[src/rtl/alu_pkg.sv]
// Shared types for the sequential ALU: flag struct, opcode map and FSM states.
package alu_pkg;

    // Carry and zero flags, registered together with the result.
    typedef struct packed {
        logic C;
        logic Z;
    } ALUFlagsStruct;

    // Opcode map, unchanged from the combinational ALU. Codes 4'hA..4'hF are illegal.
    typedef enum logic [3:0] {
        OP_AND = 4'd0,
        OP_OR  = 4'd1,
        OP_ADD = 4'd2,
        OP_INC = 4'd3,
        OP_DEC = 4'd4,
        OP_NOT = 4'd5,
        OP_SUB = 4'd6,
        OP_XOR = 4'd7,
        OP_SL  = 4'd8,
        OP_SR  = 4'd9
    } alu_op_e;

    // IDLE accepts requests; SHIFT runs the iterative shifter.
    typedef enum logic {
        S_IDLE  = 1'b0,
        S_SHIFT = 1'b1
    } alu_state_e;

endpackage

[src/rtl/alu_shifter_iter.sv]
// Iterative one-bit-per-clock shifter: shift register, fill/direction latch and down-counter.
// dout/cout present the value and the bit shifted out by the step the next edge performs,
// so the owner can capture the final result on the edge that performs the last shift.
module alu_shifter_iter #(
    parameter int n = 4,
    localparam int SHW = $clog2(n + 1)
) (
    input  logic           clk,
    input  logic           rst_n,
    input  logic           load,
    input  logic           dir,        // 0 = left, 1 = right
    input  logic           fill,
    input  logic [n-1:0]   din,
    input  logic [SHW-1:0] amount,
    output logic           last_step,
    output logic [n-1:0]   dout,
    output logic           cout
);

    logic [n-1:0]   sreg_q;
    logic [SHW-1:0] cnt_q;
    logic           dir_q;
    logic           fill_q;

    // One-step shift of the current register contents.
    always_comb begin
        dout = sreg_q;
        cout = 1'b0;
        if (dir_q) begin
            dout = {fill_q, sreg_q[n-1:1]};
            cout = sreg_q[0];
        end else begin
            dout = {sreg_q[n-2:0], fill_q};
            cout = sreg_q[n-1];
        end
    end

    assign last_step = (cnt_q == SHW'(1));

    // Load operands on request, then shift once per edge until the counter empties.
    always_ff @(posedge clk) begin
        if (!rst_n) begin
            sreg_q <= '0;
            cnt_q  <= '0;
            dir_q  <= 1'b0;
            fill_q <= 1'b0;
        end else if (load) begin
            sreg_q <= din;
            cnt_q  <= amount;
            dir_q  <= dir;
            fill_q <= fill;
        end else if (cnt_q != '0) begin
            sreg_q <= dout;
            cnt_q  <= cnt_q - 1'b1;
        end
    end

endmodule

[src/rtl/alu_seq.sv]
// Registered multi-cycle ALU with start/busy/done handshake and an iterative shifter.
// Handshake: ALUStart is sampled only in IDLE (ignored while ALUBusy=1, never queued);
// ALUDone is a one-cycle pulse, and ALUResult/ALUFlags/ALUIllegal are valid from that
// cycle and held until the next completion.
module alu_seq
    import alu_pkg::*;
#(
    parameter int n = 4
) (
    input  logic          clk,
    input  logic          rst_n,
    input  logic          ALUStart,
    input  logic [n-1:0]  ALUA,
    input  logic [n-1:0]  ALUB,
    input  logic          ALUFlagIn,
    input  logic [3:0]    ALUControl,
    output logic          ALUBusy,
    output logic          ALUDone,
    output logic [n-1:0]  ALUResult,
    output ALUFlagsStruct ALUFlags,
    output logic          ALUIllegal
);

    localparam int SHW = $clog2(n + 1);
    localparam logic [n-1:0]   N_LIM  = n[n-1:0];
    localparam logic [SHW-1:0] SH_MAX = SHW'(n);

    alu_state_e     state_q;
    logic [n-1:0]   result_q;
    ALUFlagsStruct  flags_q;
    logic           done_q;
    logic           illegal_q;

    logic           is_shift;
    logic           is_illegal;
    logic [SHW-1:0] shamt;
    logic           sh_load;
    logic           sh_last;
    logic [n-1:0]   sh_dout;
    logic           sh_cout;

    logic [n-1:0]   alu_r;
    logic           alu_c;
    logic [n-1:0]   op_x;
    logic [n:0]     sum;

    assign is_shift   = (ALUControl == OP_SL) || (ALUControl == OP_SR);
    assign is_illegal = (ALUControl > OP_SR);
    // Shift amount saturates at the datapath width.
    assign shamt      = (ALUB >= N_LIM) ? SH_MAX : ALUB[SHW-1:0];
    assign sh_load    = (state_q == S_IDLE) && ALUStart && is_shift && (shamt != '0);

    // Single-cycle datapath; shifts and illegal opcodes fall through to zero here.
    always_comb begin
        alu_r = '0;
        alu_c = 1'b0;
        sum   = '0;
        op_x  = ALUFlagIn ? ALUB : ALUA;
        case (ALUControl)
            OP_AND: alu_r = ALUA & ALUB;
            OP_OR:  alu_r = ALUA | ALUB;
            OP_XOR: alu_r = ALUA ^ ALUB;
            OP_ADD: begin
                sum   = {1'b0, ALUA} + {1'b0, ALUB} + {{n{1'b0}}, ALUFlagIn};
                alu_r = sum[n-1:0];
                alu_c = sum[n];
            end
            OP_SUB: begin
                sum   = {1'b0, ALUA} + {1'b0, ~ALUB} + {{n{1'b0}}, ALUFlagIn};
                alu_r = sum[n-1:0];
                alu_c = sum[n];
            end
            OP_INC: alu_r = op_x + 1'b1;
            OP_DEC: alu_r = op_x - 1'b1;
            OP_NOT: alu_r = ~op_x;
            default: alu_r = '0;
        endcase
    end

    alu_shifter_iter #(.n(n)) u_shifter (
        .clk       (clk),
        .rst_n     (rst_n),
        .load      (sh_load),
        .dir       (ALUControl == OP_SR),
        .fill      (ALUFlagIn),
        .din       (ALUA),
        .amount    (shamt),
        .last_step (sh_last),
        .dout      (sh_dout),
        .cout      (sh_cout)
    );

    // Control FSM and result/flag registers; outputs only change on completion edges.
    always_ff @(posedge clk) begin
        if (!rst_n) begin
            state_q   <= S_IDLE;
            result_q  <= '0;
            flags_q   <= '0;
            done_q    <= 1'b0;
            illegal_q <= 1'b0;
        end else begin
            done_q <= 1'b0;
            case (state_q)
                S_IDLE: begin
                    if (ALUStart) begin
                        if (is_shift) begin
                            if (shamt == '0) begin
                                result_q  <= ALUA;
                                flags_q   <= '{C: 1'b0, Z: ~|ALUA};
                                illegal_q <= 1'b0;
                                done_q    <= 1'b1;
                            end else begin
                                state_q <= S_SHIFT;
                            end
                        end else begin
                            result_q  <= alu_r;
                            flags_q   <= '{C: alu_c, Z: ~|alu_r};
                            illegal_q <= is_illegal;
                            done_q    <= 1'b1;
                        end
                    end
                end
                S_SHIFT: begin
                    if (sh_last) begin
                        result_q  <= sh_dout;
                        flags_q   <= '{C: sh_cout, Z: ~|sh_dout};
                        illegal_q <= 1'b0;
                        done_q    <= 1'b1;
                        state_q   <= S_IDLE;
                    end
                end
                default: state_q <= S_IDLE;
            endcase
        end
    end

    assign ALUBusy    = (state_q == S_SHIFT);
    assign ALUDone    = done_q;
    assign ALUResult  = result_q;
    assign ALUFlags   = flags_q;
    assign ALUIllegal = illegal_q;

endmodule
[config.mk]
export PLATFORM = sky130hd
export DESIGN_NAME = alu_seq
export DESIGN_NICKNAME = d
export VERILOG_FILES = /design/src/rtl/alu_pkg.sv /design/src/rtl/alu_shifter_iter.sv /design/src/rtl/alu_seq.sv
export SDC_FILE = /design/constraint.sdc
export NUM_CORES = 1
export LEC_CHECK = 0
export ABC_AREA = 1
export BUFFER_PORTS_ARGS = -buffer_cell sky130_fd_sc_hd__buf_4
export CAP_MARGIN = 5
export CORE_UTILIZATION = 35
export CTS_BUF_LIST = sky130_fd_sc_hd__clkbuf_8 sky130_fd_sc_hd__clkbuf_16
export DETAILED_ROUTE_END_ITERATION = 12
export GPL_TIMING_DRIVEN = 0
export HOLD_SLACK_MARGIN = 0.05
export SYNTH_ARGS = -nofsm -noshare
export SYNTH_HDL_FRONTEND = slang
export SYNTH_SLANG_ARGS = --single-unit
[constraint.sdc]
create_clock -name clk -period 2.26 [get_ports clk]
set_input_delay 0.226 -clock clk [delete_from_list [all_inputs] [get_ports clk]]
set_output_delay 0.226 -clock clk [all_outputs]
set_load 0.05 [all_outputs]
Word-level counts from Yosys, hierarchy flattened
Index checks and enable logic that the tools add are counted.
{ "classes": {"n_addsub": 7, "order_cmp": 2, "n_eq_ne": 13, "muxes": 35, "n_bitwise": 6, "reduce_logical": 16} }
{ "ops": {"columns": ["operator", "count"], "rows": [
  ["two-way mux 4 bit", 8],
  ["case mux 4 bit (8 select lines)", 1],
  ["== test 4 x 3 -> 1 bit, second input constant", 4],
  ["two-way mux 1 bit", 13],
  ["OR reduction 4 bit", 3],
  ["adder 4 x 4 -> 5 bit", 2],
  ["adder 5 x 1 -> 5 bit", 2],
  ["two-way mux 3 bit", 3],
  ["== test 4 x 2 -> 1 bit, second input constant", 2],
  ["== test 4 bit, second input constant", 2],
  ["two-way mux 2 bit", 4],
  ["inverter 4 bit", 2],
  ["case mux 1 bit (2 select lines)", 4],
  ["case mux 4 bit (2 select lines)", 1],
  ["nonzero test 3 bit", 2],
  ["adder 4 x 1 -> 4 bit, second input constant", 1],
  ["AND 4 bit", 1],
  ["== test 4 x 1 -> 1 bit, second input constant", 1],
  [">= comparator 4 x 3 -> 1 bit, second input constant", 1],
  ["> comparator 4 bit, second input constant", 1],
  ["zero test 4 bit", 1],
  ["bitwise OR 4 bit", 1],
  ["case mux 2 bit (2 select lines)", 1],
  ["subtractor 4 x 1 -> 4 bit, second input constant", 1],
  ["13 further kinds", 17]
]} }
{ "totals": {"regBits": 18, "inputBits": 16, "out_inout_bits": 9, "word_cells": 89} }

Longest topological paths before layout
{ "depth": {"ltp_word": 9, "ltp_mapped": 19, "depth_no_buf": 18} }

Hierarchy
From an unflattened synthesis, not the netlist that was laid out.
{ "hier_totals": {"cells_unflattened": 314, "hier_area_um2": 1926.8} }
{ "modules_own_cells": {"columns": ["mod", "n_inst", "cells_per_inst", "area_each_um2", "seq_area_each_um2"], "rows": [
  ["alu_seq", 1, 232, 1377.6, 180.2],
  ["alu_shifter_iter", 1, 82, 549.3, 180.2]
]} }

Least setup slack after synthesis
No wires, ideal clock.
{ "synth_timing": {"path_kind": "input-to-reg", "startpoint": "input ALUFlagIn", "endpoint": "register flags_q (netlist bit ALUFlags[0])", "setup_ps": 67, "arrival_time_ps": 2041, "required_ps": 2193, "setup_slack_ps": 152, "path_stages": 14, "n_path_buf": 1, "path_cell_list": "buf_2 inv_1 fa_1 fa_1 inv_1 nand2_1 nand2_1 nor2_1 nand3_1 nor3_1 nand2_1 nand2_1 nand2_1 a21oi_2"} }
{ "synth_via": {"elab_chain_cells": 8, "word_cells_on_any_way": 12, "classes_between": "add/sub (4); mux (5); bitwise (1); reduce/logical (2)"} }
{ "synth_lines": {"columns": ["item", "line", "text"], "rows": [
  ["from (decl)", "alu_seq.sv:15", "input logic ALUFlagIn,"],
  ["two-way mux 4 bit", "alu_seq.sv:58", "op_x = ALUFlagIn ? ALUB : ALUA;"],
  ["subtractor 4 x 1 -> 4 bit (tied with other cells)", "alu_seq.sv:74", "OP_DEC: alu_r = op_x - 1'b1;"],
  ["case mux 4 bit (8 select lines) *", "alu_seq.sv:59", "case (ALUControl)"],
  ["OR reduction 4 bit *", "alu_seq.sv:117", "flags_q <= '{C: alu_c, Z: ~|alu_r};"],
  ["zero test 1 bit *", "alu_seq.sv:117", null],
  ["two-way mux 2 bit *", "alu_seq.sv:106", "if (is_shift) begin"],
  ["two-way mux 2 bit *", "alu_seq.sv:105", "if (ALUStart) begin"],
  ["case mux 2 bit (2 select lines) *", "alu_seq.sv:103", "case (state_q)"],
  ["to (signal assigned)", "alu_seq.sv:109", "flags_q <= '{C: 1'b0, Z: ~|ALUA};"],
  ["to (signal assigned)", "alu_seq.sv:117", null],
  ["to (signal assigned)", "alu_seq.sv:126", "flags_q <= '{C: sh_cout, Z: ~|sh_dout};"],
  ["to (decl)", "alu_seq.sv:30", "ALUFlagsStruct flags_q;"]
]} }
Mark *: on every way between the ends. The rest lies on a longest branch, timed or not. The select of a mux whose other input is x is not followed.
A chain may end at the register's enable or synchronous reset.

Worst setup path after layout
{ "layout_timing": {"startpoint": "input ALUA[0]", "endpoint": "register flags_q (netlist bit ALUFlags[0])"} }
{ "layout_via": {"elab_chain_cells": 8, "word_cells_on_any_way": 20, "classes_between": "add/sub (6); mux (6); bitwise (4); reduce/logical (4)"} }
{ "layout_lines": {"columns": ["item", "line", "text"], "rows": [
  ["from (decl)", "alu_seq.sv:13", "input logic [n-1:0] ALUA,"],
  ["adder 4 x 4 -> 5 bit (tied with other cells)", "alu_seq.sv:69", "sum = {1'b0, ALUA} + {1'b0, ~ALUB} + {{n{1'b0}}, ALUFlagIn};"],
  ["adder 5 x 1 -> 5 bit (tied with other cells)", "alu_seq.sv:69", null],
  ["case mux 4 bit (8 select lines)", "alu_seq.sv:59", null],
  ["OR reduction 4 bit", "alu_seq.sv:117", null],
  ["zero test 1 bit", "alu_seq.sv:117", null],
  ["two-way mux 2 bit *", "alu_seq.sv:106", null],
  ["two-way mux 2 bit *", "alu_seq.sv:105", null],
  ["case mux 2 bit (2 select lines) *", "alu_seq.sv:103", null]
]} }
Marked as above.

==> impl_results.md <==
* Status: finished, final reports clean
* Drt pass-1 iters at 4
* Cell with the most instances after synthesis: nand2_1
* Hpwl dp at ~3800 µm
* Post-synth top area share at between 10% and 20%
* Clock tree sinks at 18
* Largest net degree at the start of global routing at 11
* Core area at 5075 µm²
* Number of distinct library cells after synthesis at 34
* Worst-Margin Slew at ~390 ps
* Cts bufs inserted at 3
* Final-report max-slew violation count at 0
* Startpoint Class: input pin
* Maximum clock path buffer count at 2
* Antenna Violating Nets Remaining at 0
* Final hold vios at 0
* Part of the power in combinational logic at 49.5%
* Net switching fraction of the power at approximately two fifths
* Net total in the final layout at between 300 and 400
* Static leakage power at 1.102 nW
* Clock skew at 1.911 ps
* Placer congestion estimate at around 0.85
* Global-route wire length before repair at roughly 7700 µm
* Unrepaired setup endpoints after global routing: no
* Yosys reg bits at 18
* Synth area leaders: dfxtp_1, nand2_1, ha_1
* CTS root buffer: clkbuf_8
* Final hold slack at ~250 ps
* Share of cells above drive strength 1 at about 16%
* CP required at approximately 2500 ps
* Fin crit period at 2038 ps
* Fill count at between 500 and 600
* Row cnt at 26
* CTS tree: built
* Synth cell count leaders: nand2_1, inv_1, nor2_1
* PwrDens at 606.1 nW/µm²
* Setup TNS at 0 ps
* Hold_buf cts at 0
* Arrival @ worst endpoint at about 2200 ps
* Total power at 1.301 mW
* Async SR Flop Fraction at 0%
* Post-synth EDFFs at 0
* Drt initial violations at 86
* CP endpoint kind: flop
* Cells after DPL at roughly 390
* Most used DFF post-synth: dfxtp_1
* Fmax at slightly below 0.5 GHz
* I/O pins at 25
* P&R area growth vs syn at 16.66%
* Vias per cell at 4.844
* Number of max-cap violations at 0
* Area leader, netlist: dfxtp_1
* Vias in the first global route at approximately 1700
* P_sw at about 0.54 mW
* GRT Overall Usage at 18.18%
* Synth warnings at 0
* Hold Path Class: in -> reg
* Setup violators final at 0
* GRT overflow at 0
* Mapped Avg Cell Area at between 6 and 7 µm²
* Power share of the sequential group at roughly 33%
* Post-Synthesis Cell Area at roughly 1800 µm²
* Tcrit/Tclk final at about nine tenths
* Post-Layout Cell Count at between 300 and 400
* Mapped Cells at between 200 and 300
* Vias after detailed routing at between 1500 and 2000
* Width of the die at 74.52 µm
* Post-CTS setup buffer count at 0
* Initial antenna violation count at 0
* DRC Markers at 0
* Full die area at around 5600 µm²
* Per-cell routed wire length at approximately 12 µm
* R2R Setup Slk at approximately 690 ps
* N_diodes at 0
* H-tree levels at 1
* Clock slew at reported path FFs at roughly 70 ps
* DRT Wirelength at approximately 4700 µm
* Initial core utilization at 36.27%
* VDD IR max at roughly 0.00028 V
* Sequential area share after synthesis at 19.58%
* Clk network pwr share at between 10% and 20%
* CP Class: in -> reg
* Worst-path fanout max at 6
* Clk Latency, worst-skew pair at between 200 and 300 ps
* Die Y at approximately 75 µm
* Port bufs at 23
* Int Pwr at ~0.76 mW
* Max transition margin at around 74%
* Syn nets at roughly 330
-- kinds of logic (layout without fill, tap and decap cells) --
logic type	Yosys count	count (layout)	synth area share, %
AND/OR/NAND/NOR	138	138	32.56
AO/OA/AOI/OAI	64	64	19.04
buffers and inverters	52	78	11.56
adder cells (fa/ha/maj)	21	21	16.32
flip-flops	18	18	19.58
XOR/XNOR	2	2	0.9519
-- final timing paths --
kind         startpoint                   to  depth (start not counted)
max             ALUA[0]          ALUFlags[0]                         14
min               rst_n  u_shifter.sreg_q[0]                          3
max reg2reg     ALUBusy  u_shifter.sreg_q[2]                          8
min reg2reg  ALUIllegal           ALUIllegal                          2
-- timing repair --
item,CTS,global route
hold endpoints to repair,0,0
resized for setup,0,2
setup endpoints to repair,0,1
-- layer usage --
metal  share of wire (%)  track usage (%)  up-vias
met5                   0                0        -
met4                0.17            1.887        0
met3                 4.0            2.981        2
met2                  44            29.83       36
met1                  51            25.80      859
li1                    -                -      997
-- placed cells by master (no fill, tap or decap) --
master	count
nand2_1	79
inv_1	39
nor2_1	27
o21ai_0	26
buf_4	24
a21oi_1	19
dfxtp_1	18
nand3_1	17
ha_1	16
o21ai_1	6
inv_2	6
a31oi_1	6
fa_1	5
nor2_2	4
buf_2	3
clkbuf_8	3
nand2_2	2
nor2_4	2
nand3b_1	2
nand4_1	2
o21ai_2	1
clkbuf_1	1
xnor2_1	1
a21boi_1	1
nor3_2	1
o21a_1	1
o41ai_1	1
a21oi_2	1
and3_1	1
xor2_1	1
inv_4	1
nand3_4	1
buf_6	1
o211ai_1	1
o221ai_1	1
-- metrics by stage --
step | cell area (µm²) | setup slack [ps] | utilization (%)
2_1_floorplan | 1841 | 152.1 | -
3_3_place_gp | 2101 | -124.5 | 41.40
3_5_place_dp | 2101 | -110.1 | 41.40
4_1_cts | 2142 | 142.6 | 42.21
5_1_grt | 2147 | 2.604 | 42.31
6_report | 2147 | 222.3 | 42.31
-- power by group through the flow --
stage	Combinational (mW)	Clock [mW]	Sequential, mW
finish	0.644	0.223	0.435
global route	0.731	0.244	0.444
CTS	0.645	0.225	0.434
detailed placement	0.642	0	0.442
global placement	0.637	0	0.440
floorplan	0.434	0	0.486
-- sequential cells by signal, summed over array words and instances (netlist names) --
name and count:
ALUResult 4, u_shifter.sreg_q 4, u_shifter.cnt_q 3, ALUFlags 2, ALUBusy 1, ALUDone 1
ALUIllegal 1, u_shifter.dir_q 1, u_shifter.fill_q 1
-- area by class of cell --
type	count	area, µm²	area share, %
multi-input combinational	225	1272	59.27
sequential	18	360.3	16.78
inverter	46	175.2	8.159
timing repair buffer	23	172.7	8.042
tap	70	87.58	4.079
clock buffer	3	41.29	1.923
buffer	6	37.54	1.748
-- worst max-delay path, cell delays in order --
cell	delay, ps
buf_4	90
inv_1	120
fa_1	440
inv_1	100
fa_1	420
nand4_1	100
nand2_1	70
nor2_1	160
nand3_1	110
nor3_2	100
nand2_1	60
nand2_1	50
nand2_1	60
a21oi_2	110
No activity file was read; power rests on OpenSTA's default activity.
